<file path="config.mk">
export PLATFORM = sky130hd
export DESIGN_NAME = ram_port_arbiter_flat
export DESIGN_NICKNAME = d
export VERILOG_FILES = /design/src/rtl/ram_port_arbiter_if.sv /design/src/rtl/ram_port_arbiter.sv /design/src/flat_wrapper.sv
export SDC_FILE = /design/constraint.sdc
export NUM_CORES = 1
export LEC_CHECK = 0
export CELL_PAD_IN_SITES_DETAIL_PLACEMENT = 0
export CELL_PAD_IN_SITES_GLOBAL_PLACEMENT = 2
export CORE_MARGIN = 4
export CORE_UTILIZATION = 34
export DETAILED_ROUTE_END_ITERATION = 10
export DONT_BUFFER_PORTS = 1
export MAX_ROUTING_LAYER = met4
export PLACE_DENSITY_LB_ADDON = 0.1
export SLEW_MARGIN = 20
export SYNTH_ARGS = -nofsm -noshare
export SYNTH_HDL_FRONTEND = slang
export SYNTH_SLANG_ARGS = --single-unit
</file>
<file path="constraint.sdc">
create_clock -name clk -period 1.9 [get_ports clk]
set_clock_uncertainty 0.2 [all_clocks]
set_input_delay 0.38 -clock clk [delete_from_list [all_inputs] [get_ports clk]]
set_output_delay 0.38 -clock clk [all_outputs]
set_load 0.02 [all_outputs]
</file>
<file path="src/rtl/ram_port_arbiter_if.sv">
// rtl/ram_port_arbiter_if.sv - fetch/data requester and RAM port bundle for ram_port_arbiter
//
// Purpose: groups both requester handshakes and the RAM port into one bundle.
// Ports (signals):
//   fetch  : i_req, i_addr -> ; <- i_ready, i_rvalid, i_rdata
//   data   : d_req, d_we, d_addr, d_wdata, d_wstrb -> ; <- d_ready, d_rvalid, d_rdata
//   ram    : <- ram_addr, ram_din, ram_wen ; ram_dout ->
// Modports: slave = arbiter side, master = requesters plus RAM side.
interface ram_port_arbiter_if #(
  parameter int RAM_AW = 16
);
  logic              i_req;
  logic [RAM_AW+2:0] i_addr;
  logic              i_ready;
  logic              i_rvalid;
  logic [63:0]       i_rdata;

  logic              d_req;
  logic              d_we;
  logic [RAM_AW+2:0] d_addr;
  logic [63:0]       d_wdata;
  logic [7:0]        d_wstrb;
  logic              d_ready;
  logic              d_rvalid;
  logic [63:0]       d_rdata;

  logic [RAM_AW-1:0] ram_addr;
  logic [63:0]       ram_din;
  logic [7:0]        ram_wen;
  logic [63:0]       ram_dout;

  modport slave (
    input  i_req, i_addr,
    output i_ready, i_rvalid, i_rdata,
    input  d_req, d_we, d_addr, d_wdata, d_wstrb,
    output d_ready, d_rvalid, d_rdata,
    output ram_addr, ram_din, ram_wen,
    input  ram_dout
  );

  modport master (
    output i_req, i_addr,
    input  i_ready, i_rvalid, i_rdata,
    output d_req, d_we, d_addr, d_wdata, d_wstrb,
    input  d_ready, d_rvalid, d_rdata,
    input  ram_addr, ram_din, ram_wen,
    output ram_dout
  );
endinterface

</file>
<file path="src/rtl/ram_port_arbiter.sv">
// rtl/ram_port_arbiter.sv - round-robin fetch/data arbiter for a single-port 64-bit block RAM
//
// Purpose: serialises fetch reads and data reads/writes onto one RAM port.
// Each access takes IDLE/RESP (grant) -> ACCESS (RAM cycle) -> RESP (rvalid pulse).
// Ports:
//   clk : clock, the RAM is clocked from it (RAM acts on the falling edge)
//   rst : synchronous active-high reset
//   bus : ram_port_arbiter_if.slave, requester handshakes and RAM port
module ram_port_arbiter #(
  parameter int RAM_AW = 16
) (
  input  logic                  clk,
  input  logic                  rst,
  ram_port_arbiter_if.slave     bus
);

  typedef enum logic [1:0] {IDLE, ACCESS, RESP} state_t;

  localparam logic REQ_I = 1'b0;
  localparam logic REQ_D = 1'b1;

  state_t state;
  logic   last;   // last granted requester
  logic   owner;  // requester of the access in flight

  logic arb_ok;
  logic grant_i;
  logic grant_d;

  // Arbitration is combinational so the grant is visible as ready in the
  // request cycle; on conflict the requester not granted last wins.
  assign arb_ok  = !rst && (state != ACCESS);
  assign grant_d = arb_ok && bus.d_req && (!bus.i_req || (last == REQ_I));
  assign grant_i = arb_ok && bus.i_req && (!bus.d_req || (last == REQ_D));

  assign bus.d_ready = grant_d;
  assign bus.i_ready = grant_i;

  always_ff @(posedge clk) begin
    if (rst) begin
      state        <= IDLE;
      last         <= REQ_I;
      owner        <= REQ_I;
      bus.ram_addr <= '0;
      bus.ram_din  <= '0;
      bus.ram_wen  <= '0;
      bus.i_rvalid <= 1'b0;
      bus.d_rvalid <= 1'b0;
      bus.i_rdata  <= '0;
      bus.d_rdata  <= '0;
    end else begin
      bus.i_rvalid <= 1'b0;
      bus.d_rvalid <= 1'b0;
      case (state)
        IDLE, RESP: begin
          if (grant_d) begin
            bus.ram_addr <= bus.d_addr[RAM_AW+2:3];
            bus.ram_din  <= bus.d_wdata;
            bus.ram_wen  <= bus.d_we ? bus.d_wstrb : 8'h00;
            owner        <= REQ_D;
            last         <= REQ_D;
            state        <= ACCESS;
          end else if (grant_i) begin
            bus.ram_addr <= bus.i_addr[RAM_AW+2:3];
            bus.ram_din  <= '0;
            bus.ram_wen  <= 8'h00;
            owner        <= REQ_I;
            last         <= REQ_I;
            state        <= ACCESS;
          end else begin
            state <= IDLE;
          end
        end
        ACCESS: begin
          // RAM has acted on the falling edge; capture its output and
          // close the write window so no later cycle can write.
          bus.ram_wen <= 8'h00;
          if (owner == REQ_D) begin
            bus.d_rdata  <= bus.ram_dout;
            bus.d_rvalid <= 1'b1;
          end else begin
            bus.i_rdata  <= bus.ram_dout;
            bus.i_rvalid <= 1'b1;
          end
          state <= RESP;
        end
        default: state <= IDLE;
      endcase
    end
  end

endmodule
</file>
<file path="src/flat_wrapper.sv">
// flat-port wrapper written by rule: the top's interface ports become plain ports
module ram_port_arbiter_flat 
#(
  parameter int RAM_AW = 16
)
  (clk, rst, bus_i_req, bus_i_addr, bus_i_ready, bus_i_rvalid, bus_i_rdata, bus_d_req, bus_d_we, bus_d_addr, bus_d_wdata, bus_d_wstrb, bus_d_ready, bus_d_rvalid, bus_d_rdata, bus_ram_addr, bus_ram_din, bus_ram_wen, bus_ram_dout);
  ram_port_arbiter_if #(.RAM_AW(RAM_AW)) bus_i ();
  input  logic clk;
  input  logic rst;
  input wire logic [$bits(bus_i.i_req)-1:0] bus_i_req;
  input wire logic [$bits(bus_i.i_addr)-1:0] bus_i_addr;
  output wire logic [$bits(bus_i.i_ready)-1:0] bus_i_ready;
  output wire logic [$bits(bus_i.i_rvalid)-1:0] bus_i_rvalid;
  output wire logic [$bits(bus_i.i_rdata)-1:0] bus_i_rdata;
  input wire logic [$bits(bus_i.d_req)-1:0] bus_d_req;
  input wire logic [$bits(bus_i.d_we)-1:0] bus_d_we;
  input wire logic [$bits(bus_i.d_addr)-1:0] bus_d_addr;
  input wire logic [$bits(bus_i.d_wdata)-1:0] bus_d_wdata;
  input wire logic [$bits(bus_i.d_wstrb)-1:0] bus_d_wstrb;
  output wire logic [$bits(bus_i.d_ready)-1:0] bus_d_ready;
  output wire logic [$bits(bus_i.d_rvalid)-1:0] bus_d_rvalid;
  output wire logic [$bits(bus_i.d_rdata)-1:0] bus_d_rdata;
  output wire logic [$bits(bus_i.ram_addr)-1:0] bus_ram_addr;
  output wire logic [$bits(bus_i.ram_din)-1:0] bus_ram_din;
  output wire logic [$bits(bus_i.ram_wen)-1:0] bus_ram_wen;
  input wire logic [$bits(bus_i.ram_dout)-1:0] bus_ram_dout;
  assign bus_i.i_req = bus_i_req;
  assign bus_i.i_addr = bus_i_addr;
  assign bus_i_ready = bus_i.i_ready;
  assign bus_i_rvalid = bus_i.i_rvalid;
  assign bus_i_rdata = bus_i.i_rdata;
  assign bus_i.d_req = bus_d_req;
  assign bus_i.d_we = bus_d_we;
  assign bus_i.d_addr = bus_d_addr;
  assign bus_i.d_wdata = bus_d_wdata;
  assign bus_i.d_wstrb = bus_d_wstrb;
  assign bus_d_ready = bus_i.d_ready;
  assign bus_d_rvalid = bus_i.d_rvalid;
  assign bus_d_rdata = bus_i.d_rdata;
  assign bus_ram_addr = bus_i.ram_addr;
  assign bus_ram_din = bus_i.ram_din;
  assign bus_ram_wen = bus_i.ram_wen;
  assign bus_i.ram_dout = bus_ram_dout;
  ram_port_arbiter #(.RAM_AW(RAM_AW)) u_core (.clk(clk), .rst(rst), .bus(bus_i));
endmodule
</file>
==> summary.md <==
The count of final setup violators is 2, and the finished layout cell area is 0.009758 sq mm. The die covers 0.02746 sq mm. Final number of max-transition violations: 0. In the layout the commonest cells are 257 x sky130_fd_sc_hd__nand2_1, 218 x sky130_fd_sc_hd__dfxtp_1, 174 x sky130_fd_sc_hd__a21oi_1, 67 x sky130_fd_sc_hd__o21ai_0, 64 x sky130_fd_sc_hd__nand3_1. Across the whole layout, storage elements account for 0.004428 sq mm. Yosys printed 0 warnings.

The endpoint identified for the worst register-to-register timing path is u_core.bus.i_rvalid. Setup total negative slack on the finished layout was measured at -0.3403 ns. Classification of the worst setup path: flip-flop to primary output. The top layer used by detailed routing is met4.

The tools report the critical path startpoint category as a flip-flop. Setup slack on the worst reg-to-reg path comes out at 0.08 ns. Of the cells placed in the final design, the portion with a size suffix greater than 1 is 10.98%. After Yosys synthesis, and, or, nand and nor cells account for 17.04% of the synthesized area. Leakage power: 3.173 nW. The post-synthesis mux area share was 0%; the count of buffers inserted at the top-level ports was 0. For the slack of the critical path, the log shows -0.1756 ns.

Kind of path behind the tightest hold check: primary input to flip-flop. The initial detailed-routing violation count was 460; the total CTS buffers was 25. Clock-pin slew was measured on the worst setup and hold paths at 0.06 ns. Summed over all nets, the half-perimeter wirelength after detailed placement is 18.33 mm.

Synthesis instantiated 32 different standard cells from the library. The fraction of the mapped netlist area in adder cells was 0%; the via density per instance was 5.393. The flop and latch count out of synthesis was 221. Setup repair after global routing could not meet its margin everywhere.

The logs give 1 for the maximum level of the CTS H-tree and 0.5984 mV for the peak ir drop on the vdd network. The routed length on met3 was 3.259 mm. The run gives 0 as the initial antenna violation count. Leaving out fill and tap cells, the most frequent cell in the layout is sky130_fd_sc_hd__nand2_1.

For this run the aggregate overflow at the end of global routing stands at 0. Detailed routing placed a total of 13.83 mm of wire on met2. In this run the worst setup path terminates at bus_d_ready. Worst-case hold slack: -0.2020 ns.

In the routed design, unresolved DRC markers number 0. TritonCTS built the clock tree. After synthesis the cells add up to 0.008458 sq mm. The area growth from synthesis to layout is 15.37%. The total power per unit cell area works out to 1060 mW/mm^2. First element of the critical path: u_core.state[1]. The largest fanout of any net on the critical path is 3. The worst setup path is captured at a primary output. Counting every net in the synthesized netlist gives 1,189. The number of global-route vias before repair came out at 6,984. For this design the top-level I/O count stands at 399.

Global routing used 19.39% of the available tracks. X dimension of the die: 165.7 microns. Largest family of logic cells by synthesized area: compound AO/OA/AOI/OAI gates. The smallest clock period supported by the final layout is computed as 2.076 ns. The highest clock rate is 481.8 MHz.

The site row count is 57. The flow ran to the end, but the final reports show violations. Dividing the final minimum period by the clock period gives 109.2%. The mean instance size in the synthesized netlist works out to 8.374 sq um.

The worst max-slew margin expressed relative to the limit is 41.29%. The repair_antennas step left the layout with diodes totalling 0. The logs give 0.02439 sq mm for the area inside the core boundary and 1,252 for the count of placed standard cells including taps.

The net count of the finished layout is 1,176. Routability-driven placement finished with a final weighted congestion of 0.7945. The parity-gate share of the synthesized area counting xor and xnor cells came out at 0%.

The clock latency on the worst-skew pair was 0.51 ns; the wire length on met1 was 10.53 mm. Counting every instance in the synthesized netlist gives 1,010. Summing all multi-input logic gate instances after layout gives 0.003483 sq mm. The initial utilization of the core area, before any placement, comes to 34.68%. The worst register-to-register path begins at u_core.state[1]. Data on the critical path arrives at its endpoint at 1.50 ns. The first global-routing pass estimated 42.28 mm of wire.

At the pin with the least slew margin, the transition time is 0.8806 ns. The final reports fail on negative hold slack, negative setup slack. Measured in cells, the most critical reg-to-reg path has a length of 4. The tools report the post-placement cell area as 0.008586 sq mm.

The tools report the final instance count without filler cells as 1,335. The number of failing hold endpoints at the final stage came out at 155. For the worst setup path, the data required time is 1.32 ns. In the final routed layout, each cell accounts on average for 21.23 microns.

The filler cells instantiated in the layout total 2,511. The number of maximum-capacitance violations was 0. Clock tree synthesis found a total of 221 sinks. The first TritonRoute pass finished after 7 iterations. The via total after detailed routing was 7,199; the post-synthesis sequential area ratio was 52.31%. The die is 165.7 microns tall. The synthesized netlist devotes 23.79% of its cell area to compound gates. Wires add up to 28.34 mm. In this run the deepest clock path goes through 3 buffers. The clock root buffer master was sky130_fd_sc_hd__clkbuf_16. The largest net degree at the start of global routing came out at 251. In this run the remaining antenna-violating nets after routing total 0.
==> per-layer routing <==
layer	global-route usage, %	vias to the layer above
met5	-	-
met4	5.452	0
met3	9.032	50
li1	-	3433
met1	21.51	3410
met2	31.46	306
==> final cells by class <==
type	count	share of cell area, %
Sequential cell	221	45.38
Tap cell	324	4.154
Multi-Input combinational cell	683	35.70
Timing Repair Buffer	62	7.232
Clock inverter	7	0.4231
Clock buffer	34	6.962
Inverter	4	0.1539
==> stage by stage <==
step	util, %	worst slack, ns	hold WS, ns	power, W
after floorplan	-	0.02107	0.3160	0.005927
after global placement	35.20	0.1993	0.2754	0.006030
after detailed placement	35.20	0.05916	0.2752	0.006061
after CTS	39.16	-0.2417	-0.2776	0.01044
after global routing	40.01	-0.2422	-0.2490	0.01076
final	40.01	-0.1756	-0.2020	0.01034
==> state kept, by name, indices dropped and copies added, names as in the netlist <==
signal and cells:
u_core.bus.d_rdata 64, u_core.bus.d_rvalid 1, u_core.bus.i_rdata 64, u_core.bus.i_rvalid 1, u_core.bus.ram_addr 16, u_core.bus.ram_din 64
u_core.bus.ram_wen 8, u_core.last 1, u_core.state 2
==> Yosys cell counts (all sizes together) <==
| cell type | count | area share, % |
|---|---|---|
| dfxtp | 221 | 52 |
| a211oi | 16 | 1.4 |
| or2 | 3 | 0.22 |
| nand2 | 257 | 11 |
| nor3b | 1 | 0.15 |
| o41ai | 3 | 0.31 |
| o21ai | 71 | 4.2 |
| nand3b | 1 | 0.089 |
| inv | 4 | 0.18 |
| o31ai | 16 | 1.4 |
| nand4 | 8 | 0.59 |
| a21oi | 214 | 14 |
| and3b | 1 | 0.10 |
| a21boi | 1 | 0.22 |
| nand3 | 64 | 3.8 |
| buf | 56 | 4.6 |
| nor2 | 7 | 0.43 |
| nor2b | 1 | 0.074 |
| a21bo | 1 | 0.12 |
| a2111oi | 16 | 1.7 |
| and2b | 1 | 0.089 |
| clkbuf | 46 | 2.1 |
| or3b | 1 | 0.10 |
==> worst min-delay path by stage <==
stage / start / endpoint / slack, ns / cells after the start
after floorplan: bus_ram_dout[36] / u_core.bus.i_rdata[36] / 0.32 / 2
after global placement: rst / u_core.bus.ram_addr[13] / 0.28 / 1
after detailed placement: rst / u_core.bus.ram_addr[11] / 0.28 / 1
after CTS: rst / u_core.bus.ram_din[53] / -0.28 / 1
after global routing: rst / u_core.bus.ram_addr[10] / -0.25 / 1
final: bus_ram_dout[47] / u_core.bus.d_rdata[47] / -0.20 / 2
==> power breakdown <==
part           leakage, nW  switching [W]  internal [W]
registers             1.80       0.000404       0.00484
logic                 1.02       0.000482      0.000317
clock network        0.355        0.00182       0.00248
total                 3.17        0.00270       0.00764
==> cells by family after synthesis <==
logic type | count (synthesis)
buf+inv | 106
simple gates | 345
compound gates | 338
flops | 221
==> critical path, cell delays in order (launching register included) <==
cell                      delay [ns]
sky130_fd_sc_hd__dfxtp_2        0.32
sky130_fd_sc_hd__and2b_1        0.18
sky130_fd_sc_hd__or2_4          0.27
sky130_fd_sc_hd__nor2_4         0.09
sky130_fd_sc_hd__buf_6          0.12
==> timing repair <==
action / in CTS / in global routing
hold buffers: 22 / 16
setup endpoints to repair: 2 / 3
gates resized for setup: 8 / 4
gates cloned: 0 / 2
hold endpoints to repair: 221 / 212
pin swaps: 2 / 1
buffers inserted: 1 / 1
Note: power is estimated with default switching activity, not from simulation.
